File: src/rtl/mem_arbiter_ooo_flush.sv
// mem_arbiter_ooo_flush
// ---------------------------------------------------------------------------
// N-to-1 memory request arbiter. Requests from CNT masters are forwarded to a
// single slave port with zero added latency. Every accepted request records
// {master id, drop} in an outstanding FIFO so that slave responses, which
// arrive in request order, are routed back to the master that issued them.
// A per-master flush marks that master's outstanding entries as dropped; their
// responses are consumed from the slave without being shown to any master.
//
// Parameters : CNT (masters, 1..8), REQ_W, RESP_W, QUEUE_DEPTH (outstanding
//              requests, power of 2), PRIO_MODE (0 fixed priority, 1 RR).
// Ports      : clk, rst (async, active-high)
//              m_req_valid/m_req_ready/m_req_data   per-master request side
//              m_resp_valid/m_resp_ready/m_resp_data response side (data shared)
//              flush                                per-master response discard
//              s_req_*/s_resp_*                      slave memory interface
// Optional   : MEM_ARB_STATS_EN adds stat_grants (CNT x 32-bit saturating
//              grant counters) and stat_squashed (32-bit saturating count of
//              discarded responses).
// ---------------------------------------------------------------------------
module mem_arbiter_ooo_flush #(
  parameter int CNT         = 2,
  parameter int REQ_W       = 64,
  parameter int RESP_W      = 32,
  parameter int QUEUE_DEPTH = 2,
  parameter int PRIO_MODE   = 0
) (
  input  logic                 clk,
  input  logic                 rst,
  input  logic [CNT-1:0]       m_req_valid,
  output logic [CNT-1:0]       m_req_ready,
  input  logic [CNT*REQ_W-1:0] m_req_data,
  output logic [CNT-1:0]       m_resp_valid,
  input  logic [CNT-1:0]       m_resp_ready,
  output logic [RESP_W-1:0]    m_resp_data,
  input  logic [CNT-1:0]       flush,
  output logic                 s_req_valid,
  input  logic                 s_req_ready,
  output logic [REQ_W-1:0]     s_req_data,
  input  logic                 s_resp_valid,
  output logic                 s_resp_ready,
  input  logic [RESP_W-1:0]    s_resp_data
`ifdef MEM_ARB_STATS_EN
  ,
  output logic [CNT*32-1:0]    stat_grants,
  output logic [31:0]          stat_squashed
`endif
);

  localparam int IW = (CNT > 1) ? $clog2(CNT) : 1;
  localparam int PW = (QUEUE_DEPTH > 1) ? $clog2(QUEUE_DEPTH) : 1;
  localparam int CW = $clog2(QUEUE_DEPTH + 1);

  logic [IW-1:0]          fifo_id [QUEUE_DEPTH];
  logic [QUEUE_DEPTH-1:0] fifo_drop;
  logic [PW-1:0]          wr_ptr;
  logic [PW-1:0]          rd_ptr;
  logic [CW-1:0]          count;
  logic [IW-1:0]          rr_ptr;
  logic [IW-1:0]          lock_idx;
  logic                   lock;
  logic [IW-1:0]          sel;
  logic                   full;
  logic                   fire;
  logic                   head_valid;
  logic [IW-1:0]          head_id;
  logic                   squash;
  logic                   pop;

  // Circular pointer advance that also works for non-power-of-2 wrap points.
  function automatic logic [PW-1:0] ptr_next(input logic [PW-1:0] p);
    if (p == PW'(QUEUE_DEPTH - 1)) begin
      return '0;
    end else begin
      return p + 1'b1;
    end
  endfunction

  // Grant selection: a stalled request keeps its master so the slave sees a
  // stable payload; otherwise the lowest index (or first from rr_ptr) wins.
  always_comb begin
    sel = '0;
    if (lock) begin
      sel = lock_idx;
    end else if (PRIO_MODE == 0) begin
      // Descending scan: the last hit is the lowest valid index.
      for (int i = CNT - 1; i >= 0; i--) begin
        sel = m_req_valid[i] ? IW'(i) : sel;
      end
    end else begin
      sel = rr_ptr;
      for (int k = CNT - 1; k >= 0; k--) begin
        sel = m_req_valid[(int'(rr_ptr) + k) % CNT] ? IW'((int'(rr_ptr) + k) % CNT) : sel;
      end
    end
  end

  // Request path straight through to the slave; outputs held low in reset.
  always_comb begin
    full        = (count == CW'(QUEUE_DEPTH));
    s_req_data  = m_req_data[int'(sel)*REQ_W +: REQ_W];
    m_req_ready = '0;
    if (rst) begin
      s_req_valid = 1'b0;
    end else begin
      s_req_valid = (|m_req_valid) && !full;
      for (int i = 0; i < CNT; i++) begin
        m_req_ready[i] = (sel == IW'(i)) && s_req_ready && !full;
      end
    end
    fire = s_req_valid && s_req_ready;
  end

  // Response routing from the FIFO head; a flush squashes the head at once.
  always_comb begin
    head_valid   = (count != '0);
    head_id      = fifo_id[rd_ptr];
    squash       = head_valid && (fifo_drop[rd_ptr] || flush[head_id]);
    m_resp_data  = s_resp_data;
    m_resp_valid = '0;
    if (rst || !head_valid) begin
      s_resp_ready = 1'b0;
    end else if (squash) begin
      s_resp_ready = 1'b1;
    end else begin
      s_resp_ready          = m_resp_ready[head_id];
      m_resp_valid[head_id] = s_resp_valid;
    end
    pop = s_resp_valid && s_resp_ready;
  end

  // Outstanding FIFO, round-robin pointer and stall lock.
  always_ff @(posedge clk or posedge rst) begin
    if (rst) begin
      for (int k = 0; k < QUEUE_DEPTH; k++) begin
        fifo_id[k] <= '0;
      end
      fifo_drop <= '0;
      wr_ptr    <= '0;
      rd_ptr    <= '0;
      count     <= '0;
      rr_ptr    <= '0;
      lock      <= 1'b0;
      lock_idx  <= '0;
    end else begin
      // Marking stale slots too is harmless: a push rewrites the drop bit.
      for (int k = 0; k < QUEUE_DEPTH; k++) begin
        if (flush[fifo_id[k]]) begin
          fifo_drop[k] <= 1'b1;
        end
      end
      if (fire) begin
        fifo_id[wr_ptr]   <= sel;
        fifo_drop[wr_ptr] <= flush[sel];
        wr_ptr            <= ptr_next(wr_ptr);
        rr_ptr            <= (sel == IW'(CNT - 1)) ? '0 : sel + 1'b1;
        lock              <= 1'b0;
      end else if (s_req_valid) begin
        lock     <= 1'b1;
        lock_idx <= sel;
      end
      if (pop) begin
        rd_ptr <= ptr_next(rd_ptr);
      end
      case ({fire, pop})
        2'b10:   count <= count + 1'b1;
        2'b01:   count <= count - 1'b1;
        default: count <= count;
      endcase
    end
  end

`ifdef MEM_ARB_STATS_EN
  // Saturating grant and squashed-response counters.
  always_ff @(posedge clk or posedge rst) begin
    if (rst) begin
      stat_grants   <= '0;
      stat_squashed <= 32'd0;
    end else begin
      for (int i = 0; i < CNT; i++) begin
        if (fire && (sel == IW'(i)) && (stat_grants[i*32 +: 32] != 32'hFFFF_FFFF)) begin
          stat_grants[i*32 +: 32] <= stat_grants[i*32 +: 32] + 32'd1;
        end
      end
      if (pop && squash && (stat_squashed != 32'hFFFF_FFFF)) begin
        stat_squashed <= stat_squashed + 32'd1;
      end
    end
  end
`endif

endmodule
File: config.mk
export PLATFORM = sky130hd
export DESIGN_NAME = mem_arbiter_ooo_flush
export DESIGN_NICKNAME = d
export VERILOG_FILES = /design/src/rtl/mem_arbiter_ooo_flush.sv
export SDC_FILE = /design/constraint.sdc
export NUM_CORES = 1
export LEC_CHECK = 0
export ABC_AREA = 1
export BUFFER_PORTS_ARGS = -buffer_cell sky130_fd_sc_hd__buf_2
export CAP_MARGIN = 0
export CORE_AREA = 2 2 106 108
export CTS_CLUSTER_SIZE = 10
export DETAILED_ROUTE_END_ITERATION = 8
export DIE_AREA = 0 0 108 110
export MAX_ROUTING_LAYER = met4
export PLACE_DENSITY = 0.59
export SYNTH_ARGS = -nofsm -noshare
export SYNTH_HDL_FRONTEND = slang
export SYNTH_SLANG_ARGS = --single-unit
File: constraint.sdc
create_clock -name clk -period 1.6 [get_ports clk]
set_input_delay 0.16 -clock clk [delete_from_list [all_inputs] [get_ports clk]]
set_output_delay 0.16 -clock clk [all_outputs]
set_load 0.005 [all_outputs]
==> flow_summary.toml, run 1 <==
[run_status]
status = "finished, violations left"
violations = "negative setup slack"

[critical_path]
critPathMaxStageDelay_ns = 0.38
critPathSlowestCell = "dfrtp_1"
critical_path_class = "reg2out"
arrival_ns = 1.56
cpMostUsedCell = "nand2_1"
cp-start-kind = "register"
crit_path_end_kind = "output port"
cp.required_ns = 1.44
path_cells = "inv_2 -> nand2_2 -> o21ai_4 -> buf_12 -> clkbuf_16 -> nand2_1 -> nand2_1 -> buf_2"
worstPathMaxFanout = 8

[clock_network]
clk_pin_slew_ns = 0.05
htree_levels = 1
cts_root_buf = "clkbuf_8"
cts.path.max_buffers = 2
clk_latency_ns = 0.24
cts_buffers = 3
clock-sinks = 10
cts_tree = "done"

[logic_synthesis]
ys_seq_area_share_pct = 14.6
synthesis.area_sq_mm = 0.00171
synthMostInstantiatedCell = "nand2_1"
ys_async_sr_fraction_pct = 100
synth_top_area_cell = "nand2_1"
synth_flop_cell = "dfrtp_1"
syn-instance-count = 328
ys_ff_latch = 10
yosys_warnings = 0
synth_top_area_share_pct = 47.6
synthDistinctLibCells = 23
synthTopCellsByCount = "217 x nand2_1, 34 x buf_4, 14 x inv_1"
synth_edf_count = 0
syn_nets = 499
synthTopCellsByArea = "nand2_1 48%, buf_4 15%, dfrtp_1 15%, buf_6 4.6%, inv_1 3.1%"
syn_avg_cell_area_sq_um = 5.21

[power_and_ir_drop]
p_switching_w = 0.00210
power.share.sequential_pct = 10.2
power.share.clock_pct = 7.2
internal_power_w = 0.00244
powerDensity_mw_per_mm2 = 1390
p_leak_nw = 2.05
swShare_pct = 46.2
ir_drop_mv = 0.432
p_comb_share_pct = 82.7

[floorplan]
fp.dieW_um = 108
core_area_sq_mm = 0.0107
io_pins = 272
die_area_sq_mm = 0.0119
initial_core_util_pct = 16.0
floorplan.die.height_um = 110
fp-row-count = 38

[final_layout]
nets = 700
drive_above_1_share_pct = 56.8
area_growth_pct = 91.4
fill_cells = 1216
diodes = 0
stdcell_area_sq_mm = 0.00327
final_cells = 668

[routing]
drt_iter0_markers = 66
routed_wl_um = 8610
avgRoutedWirePerCell_um = 12.9
avgViaCountPerCell = 4.00
ant_nets = 0
drc = 0
dr.pass1.iters = 4
vias = 2669

[timing]
worst_pin_slew_ns = 0.271
hold_viol = 0
fmax_mhz = 581
slew_headroom_pct = 81.8
rsz0062_at_grt = "yes"
fin_ws_ns = -0.120
skew_ns = 0.00225
timing.final.crit_share_pct = 108
post-route-min-period_ns = 1.72
setup_viol_count_final = 71
maxSlewViolCount = 0
hold_slack_ns = 0.277

[placed_design]
placed_cell_area_sq_mm = 0.00271
place_congestion = 0.761
port_buffers = 207
pre_cts_ws_ns = -0.0953
dpl.cell_count = 643
dp_hpwl_um = 5480

[global_routing]
gr-usage-all-layers_pct = 10.7
overflow = 0
grt_pass1_vias = 2099
antenna_found_initial = 0
grt_max_degree = 35
grt_first_pass_wirelength_um = 9640

[min_path]
min_path_type = "in2reg"

[run]
cap_viol_max_count = 0
area by class of cell:
type | count | area [sq um] | share of cell area [%]
clock buffers | 4 | 55.1 | 1.68
inverters | 17 | 66.3 | 2.03
multi-input cells | 255 | 1180 | 36.1
repair buffers | 242 | 1540 | 47.2
flip-flops and latches | 10 | 251 | 7.68
well taps | 140 | 175 | 5.35
through the flow:
step	TNS, ns	power [W]	util, %
floorplan	0	0.00204	-
global placement	-0.0795	0.00303	25.3
detailed placement	-0.130	0.00303	25.3
CTS	-1.03	0.00373	27.2
global route	-12.78	0.00496	30.6
finish	-6.22	0.00454	30.6
layer usage:
metal | share of wire, % | vias to the layer above | GRT usage (%)
li1 | - | 1356 | -
met5 | 0 | - | -
met2 | 53 | 167 | 20.5
met4 | 1.2 | 0 | 3.39
met3 | 7.7 | 14 | 0.823
met1 | 38 | 1132 | 11.8
worst paths after layout:
kind                                      start                     end  slack [ns]  cells past startpoint
max                            lock$_DFFE_PP0P_          s_req_data[52]       -0.12                      8
min                                    flush[1]  fifo_drop[0]$_DFF_PP0_        0.28                      3
max reg2reg                  rd_ptr$_DFFE_PP0P_    count[1]$_DFFE_PP0P_       -0.11                     12
min reg2reg                lock_idx$_DFFE_PP0P_    lock_idx$_DFFE_PP0P_        0.49                      2
max in group asynchronous                   rst    count[1]$_DFFE_PP0P_        0.80                      4
min in group asynchronous                   rst  fifo_drop[0]$_DFF_PP0_        0.56                      4
worst max-delay path, delay by kind of cell (launching register included):
kind                   cells  cell delay, ns
DFF                        1            0.38
buffers and inverters      4            0.54
and+or+nand+nor            3            0.17
AOI/OAI and AO/OA          1            0.22
power by group through the flow:
stage | clock [W] | combinational (W) | sequential [W]
after floorplan | 0 | 0.00159 | 0.000450
after global placement | 0 | 0.00258 | 0.000454
after detailed placement | 0 | 0.00257 | 0.000461
after CTS | 0.000335 | 0.00294 | 0.000459
after global routing | 0.000346 | 0.00413 | 0.000480
final | 0.000325 | 0.00375 | 0.000462
kinds of logic (layout without fill, tap and decap cells):
| logic type | Yosys count | in the layout | share of synthesized area, % |
|---|---|---|---|
| AND/OR/NAND/NOR | 237 | 237 | 53.5 |
| flip-flops | 10 | 10 | 14.6 |
| adder cells (fa/ha/maj) | 1 | 1 | 0.731 |
| AO/OA/AOI/OAI | 14 | 14 | 4.90 |
| buffers and inverters | 63 | 263 | 24.7 |
| XOR/XNOR | 3 | 3 | 1.54 |
placed cells by master, fill, tap and decap left out, types with 2 or more instances in the layout:
cell type	count
inv_2	6
nor2_2	2
a21oi_1	2
nand2_4	4
buf_6	6
clkbuf_16	7
dlygate4sd3_1	2
o21ai_0	4
buf_12	3
nand3_1	5
o21ai_1	5
nand2_2	36
nand2_1	178
buf_2	203
buf_4	18
xor2_1	2
buf_16	2
clkbuf_8	4
inv_1	10
nor2_1	9
dfrtp_1	9
sequential cells by signal, summed over array words and instances, names as in the netlist:
name	flops
count	2
fifo_drop	2
fifo_id	2
lock	1
lock_idx	1
rd_ptr	1
wr_ptr	1
repair_timing:
item,in CTS,in global routing
pin swaps,8,22
cloned,2,9
endpoints found under the setup margin,68,72
setup buffers,6,2
hold endpoints to repair,10,0
hold buffers,2,0
resized for setup,12,49
Power figures use the tool's default switching activity.
==> inputs of run 2 (changes only) <==
==> constraint.sdc (replaced) <==
create_clock -name clk -period 1.6 [get_ports clk]
set_input_delay 0.08 -clock clk [delete_from_list [all_inputs] [get_ports clk]]
set_output_delay 0.08 -clock clk [all_outputs]
set_load 0.005 [all_outputs]
==> run 2 against run 1 <==
  * The flow still finishes with violations (negative setup slack)
  * Largest cell class unchanged
  * Count of clock-buffer cells in the layout unchanged
  * Final area shrank 2.7%
  * Flip-flop and latch count is the same
  * Highest routed layer unchanged
  * Sequential share of layout area up 0.21 points
  * Setup slack gained 0.0042 ns
==> flow_summary.toml, run 2 (synthesis results as in run 1) <==
[critical_path]
r2r_end = "rd_ptr$_DFFE_PP0P_"
critPathSlowestCell = "dfrtp_1"
worstPathMaxFanout = 17
critical_path_class = "reg2out"
critPathMaxStageDelay_ns = 0.38
crit_path_end_kind = "output port"
reg2reg_slack_ns = -0.03
worst-r2r-cell-count = 11
cpMostUsedCell = "nand2_1"
arrival_ns = 1.64
cp.required_ns = 1.52
r2r-start = "rd_ptr$_DFFE_PP0P_"
cp-start-kind = "register"
path_cells = "inv_2 -> nand2_2 -> o21ai_4 -> buf_12 -> buf_6 -> nand2_1 -> nand2_1 -> buf_2"

[global_routing]
overflow = 0
grt_first_pass_wirelength_um = 9160
grt_pass1_vias = 2066
grt_max_degree = 69
antenna_found_initial = 0
gr-usage-all-layers_pct = 9.80

[placed_design]
port_buffers = 207
place_congestion = 0.777
dp_hpwl_um = 5460
dpl.cell_count = 642
placed_cell_area_sq_mm = 0.00269
pre_cts_ws_ns = -0.102

[timing]
fmax_mhz = 583
setup_viol_count_final = 55
post-route-min-period_ns = 1.72
slew_headroom_pct = 82.9
skew_ns = 0.00497
rsz0062_at_grt = "yes"
fin_ws_ns = -0.116
maxSlewViolCount = 0
timing.final.crit_share_pct = 107
worst_pin_slew_ns = 0.256
hold_viol = 0

[floorplan]
io_pins = 272
initial_core_util_pct = 16.0
fp.dieW_um = 108
fp-row-count = 38
floorplan.die.height_um = 110
core_area_sq_mm = 0.0107
die_area_sq_mm = 0.0119

[final_layout]
reg_top3 = "count: 2 flops, fifo_drop: 2 flops, fifo_id: 2 flops"
layout.cells.most_common = "buf_2"
nets = 700
area_growth_pct = 86.3
stdcell_area_sq_mm = 0.00319
drive_above_1_share_pct = 55.7
final_cells = 668
final_cell_mix = "206 x buf_2, 186 x nand2_1, 28 x nand2_2, 20 x buf_4, 11 x inv_1"
diodes = 0

[run_status]
status = "finished, violations left"
violations = "negative setup slack"

[routing]
drt_iter0_markers = 103
routed_wl_um = 8500
avgViaCountPerCell = 4.01
ant_nets = 0
vias = 2682
dr.pass1.iters = 4
drc = 0
avgRoutedWirePerCell_um = 12.7

[clock_network]
cts.path.max_buffers = 2
clk_pin_slew_ns = 0.05
clk_latency_ns = 0.23
cts_root_buf = "clkbuf_8"
cts_buffers = 3
clock-sinks = 10
htree_levels = 1
cts_tree = "done"

[power_and_ir_drop]
powerDensity_mw_per_mm2 = 1370
p_leak_nw = 2.03
ir_drop_mv = 0.579
totalPowerFinal_w = 0.00438

[min_path]
worstHoldStart = "s_resp_data[0]"
min_path_cells = 0
min_path_type = "in2out"
holdPathEnd = "m_resp_data[0]"

[run]
cap_viol_max_count = 0
==> run 2: cell types whose count changed in the layout (fill, tap and decap cells not counted), moves of 3 or more <==
cell	before	now
nand2_2	36	28
nand2_1	178	186
clkbuf_16	7	4
buf_2	203	206
==> run 2: cell type report <==
type | count | area [sq um]
Clock buffer | 4 | 55.1
Sequential cell | 10 | 251
Timing Repair Buffer | 242 | 1470
Tap cell | 140 | 175
Fill cell | 1185 | 7510
Inverter | 17 | 66.3
Multi-Input combinational cell | 255 | 1170
==> run 2: worst max-delay path by stage <==
| stage | slack (ns) | from | end |
|---|---|---|---|
| after floorplan | 0.01 | rd_ptr$_DFFE_PP0P_ | count[1]$_DFFE_PP0P_ |
| after global placement | -0.08 | rd_ptr$_DFFE_PP0P_ | count[1]$_DFFE_PP0P_ |
| final | -0.12 | lock$_DFFE_PP0P_ | s_req_data[33] |
| after global routing | -0.20 | lock$_DFFE_PP0P_ | s_req_data[11] |
| after detailed placement | -0.10 | rd_ptr$_DFFE_PP0P_ | count[1]$_DFFE_PP0P_ |
| after CTS | -0.06 | rd_ptr$_DFFE_PP0P_ | rd_ptr$_DFFE_PP0P_ |
==> run 2: power by group <==
part | internal, W | switching (W)
Sequential | 0.000367 | 0.0000894
Combinational | 0.00177 | 0.00185
Clock | 0.000216 | 0.0000946
==> run 2: timing repair <==
action / in CTS / in global routing
pin swaps: 6 / 17
hold buffers: 1 / 0
gates resized for setup: 14 / 41
buffers inserted: 10 / 2
setup endpoints to repair: 10 / 73
hold endpoints to repair: 10 / 0
cloned: 0 / 9
==> run 2: layer usage <==
layer  routed length [um]  global-route usage (%)  vias up
met5                    0                       -        -
met4                   81                    2.20        0
met3                  836                   0.882       10
met2                 4360                    19.0      181
met1                 3220                    10.9     1142
li1                     -                       -     1349
==> run 2: critical path, delay by kind of cell (launching register included) <==
family | cells | cell delay [ns]
buffers and inverters | 4 | 0.56
DFF | 1 | 0.38
and+or+nand+nor | 3 | 0.19
AOI/OAI and AO/OA | 1 | 0.26
==> run 2: through the flow <==
stage | utilization [%] | TNS (ns) | hold WS, ns
floorplan | - | 0 | -0.0391
finish | 29.8 | -2.63 | 0.160
global route | 29.8 | -9.22 | 0.160
global placement | 25.1 | -0.0774 | 0.160
detailed placement | 25.1 | -0.111 | 0.158
CTS | 26.8 | -0.102 | 0.160
==> inputs of run 3 (changes only) <==
==> constraint.sdc (replaced) <==
create_clock -name clk -period 1.6 [get_ports clk]
set_input_delay 0 -clock clk [delete_from_list [all_inputs] [get_ports clk]]
set_output_delay 0 -clock clk [all_outputs]
set_load 0.005 [all_outputs]
==> run 3 against run 2 <==
  * The run still ends with negative setup slack left
  * Clock skew fell by 0.0040 ns
  * Core utilization grew 2.3 points
  * Clock power rose by 3%
  * Largest power group unchanged
==> flow_summary.toml, run 3 (synthesis results as in run 1) <==
[final_layout]
diodes = 0
layout.cells.most_common = "buf_2"
reg_top3 = "count: 2 flops, fifo_drop: 2 flops, fifo_id: 2 flops"
area_growth_pct = 101
drive_above_1_share_pct = 63.4
stdcell_area_sq_mm = 0.00343
final_cell_mix = "196 x buf_2, 147 x nand2_1, 51 x nand2_2, 20 x nand2_4, 15 x buf_6"
ff_latch_area_sq_um = 251
multi_input_area_sq_mm = 0.00136
fill_cells = 1189
nets = 696

[critical_path]
cp.required_ns = 1.60
worstPathMaxFanout = 5
critical_path_class = "reg2out"
crit_path_end_kind = "output port"
arrival_ns = 1.70
cp-start-kind = "register"
reg2reg_slack_ns = -0.09

[floorplan]
initial_core_util_pct = 16.0
die_area_sq_mm = 0.0119
fp-row-count = 38
core_area_sq_mm = 0.0107
fp.dieW_um = 108
io_pins = 272
floorplan.die.height_um = 110

[routing]
drc = 0
avgViaCountPerCell = 3.99
routed_wl_um = 8180
avgRoutedWirePerCell_um = 12.3
drt_iter0_markers = 78
dr.pass1.iters = 4
vias = 2652
ant_nets = 0

[timing]
rsz0062_at_grt = "yes"
slew_headroom_pct = 80.4
timing.final.crit_share_pct = 106
maxSlewViolCount = 0
post-route-min-period_ns = 1.70
skew_ns = 0.00102
hold_viol = 0
worst_pin_slew_ns = 0.293
fin_ws_ns = -0.0958
fmax_mhz = 590
tns_ns = -1.84
setup_viol_count_final = 55

[placed_design]
port_buffers = 207
dp_hpwl_um = 5530
placed_cell_area_sq_mm = 0.00270
pre_cts_ws_ns = -0.0891
place_congestion = 0.761

[global_routing]
gr-usage-all-layers_pct = 9.50
grt_max_degree = 46
grt_pass1_vias = 2088
overflow = 0
antenna_found_initial = 0
grt_first_pass_wirelength_um = 8870

[clock_network]
htree_levels = 1
cts_root_buf = "clkbuf_8"
clk_latency_ns = 0.24
cts.path.max_buffers = 2
clk_pin_slew_ns = 0.05
cts_buffers = 3
cts_tree = "done"
clock-sinks = 10

[power_and_ir_drop]
p_leak_nw = 2.05
totalPowerFinal_w = 0.00475
ir_drop_mv = 0.621
powerDensity_mw_per_mm2 = 1380

[run_status]
violations = "negative setup slack"
status = "finished, violations left"

[min_path]
min_path_type = "in2out"

[run]
cap_viol_max_count = 0
## run 3: layout make-up
type                    count  share of cell area (%)
repair buffers            237                    44.1
multi-input cells         255                    39.6
flip-flops and latches     10                    7.33
well taps                 140                    5.10
inverters                  17                    2.01
clock buffers               4                    1.60
repair inverters            1                   0.328
## run 3: critical path: stages (launching register included)
cell,delay (ns)
dfrtp_1,0.39
inv_2,0.06
nand2_2,0.06
o21ai_4,0.28
clkinv_4,0.18
buf_6,0.15
buf_6,0.12
nand2_2,0.05
nand2_1,0.04
buf_2,0.12
## run 3: worst paths after layout
kind,from,endpoint,cells after the start
max reg2reg,rd_ptr$_DFFE_PP0P_,count[1]$_DFFE_PP0P_,12
max in group asynchronous,rst,rd_ptr$_DFFE_PP0P_,4
min in group asynchronous,rst,count[0]$_DFFE_PP0P_,4
min reg2reg,lock_idx$_DFFE_PP0P_,lock_idx$_DFFE_PP0P_,2
min,s_resp_data[0],m_resp_data[0],0
max,lock$_DFFE_PP0P_,s_req_data[57],9
## run 3: power by group
part | internal [W] | switching [W]
Clock | 0.000216 | 0.000101
Combinational | 0.00196 | 0.00201
Sequential | 0.000367 | 0.0000943
Total | 0.00254 | 0.00221
## run 3: through the flow
stage / utilization (%) / cells / hold slack [ns]
after detailed placement: 25.3 / 642 / 0.0000346
after floorplan: - / 328 / -0.119
after global routing: 32.1 / 664 / 0.0000146
after global placement: 25.3 / 642 / 0.0000346
final: 32.1 / 664 / 0.00000168
after CTS: 26.2 / 650 / 0.0000346
## run 3: routing by layer
| layer | global-route usage, % | share of wire (%) |
|---|---|---|
| met5 | - | 0 |
| met4 | 2.93 | 1.6 |
| met3 | 0.999 | 8.1 |
| met2 | 18.6 | 55 |
| met1 | 9.97 | 36 |
## run 3: what timing repair did
action | in CTS | in global routing
setup endpoints to repair | 15 | 68
buffers inserted | 3 | 4
pin swaps | 6 | 15
gates cloned | 0 | 10
gates resized for setup | 6 | 123
hold buffers | 1 | 0
endpoints found under the hold margin | 10 | 0
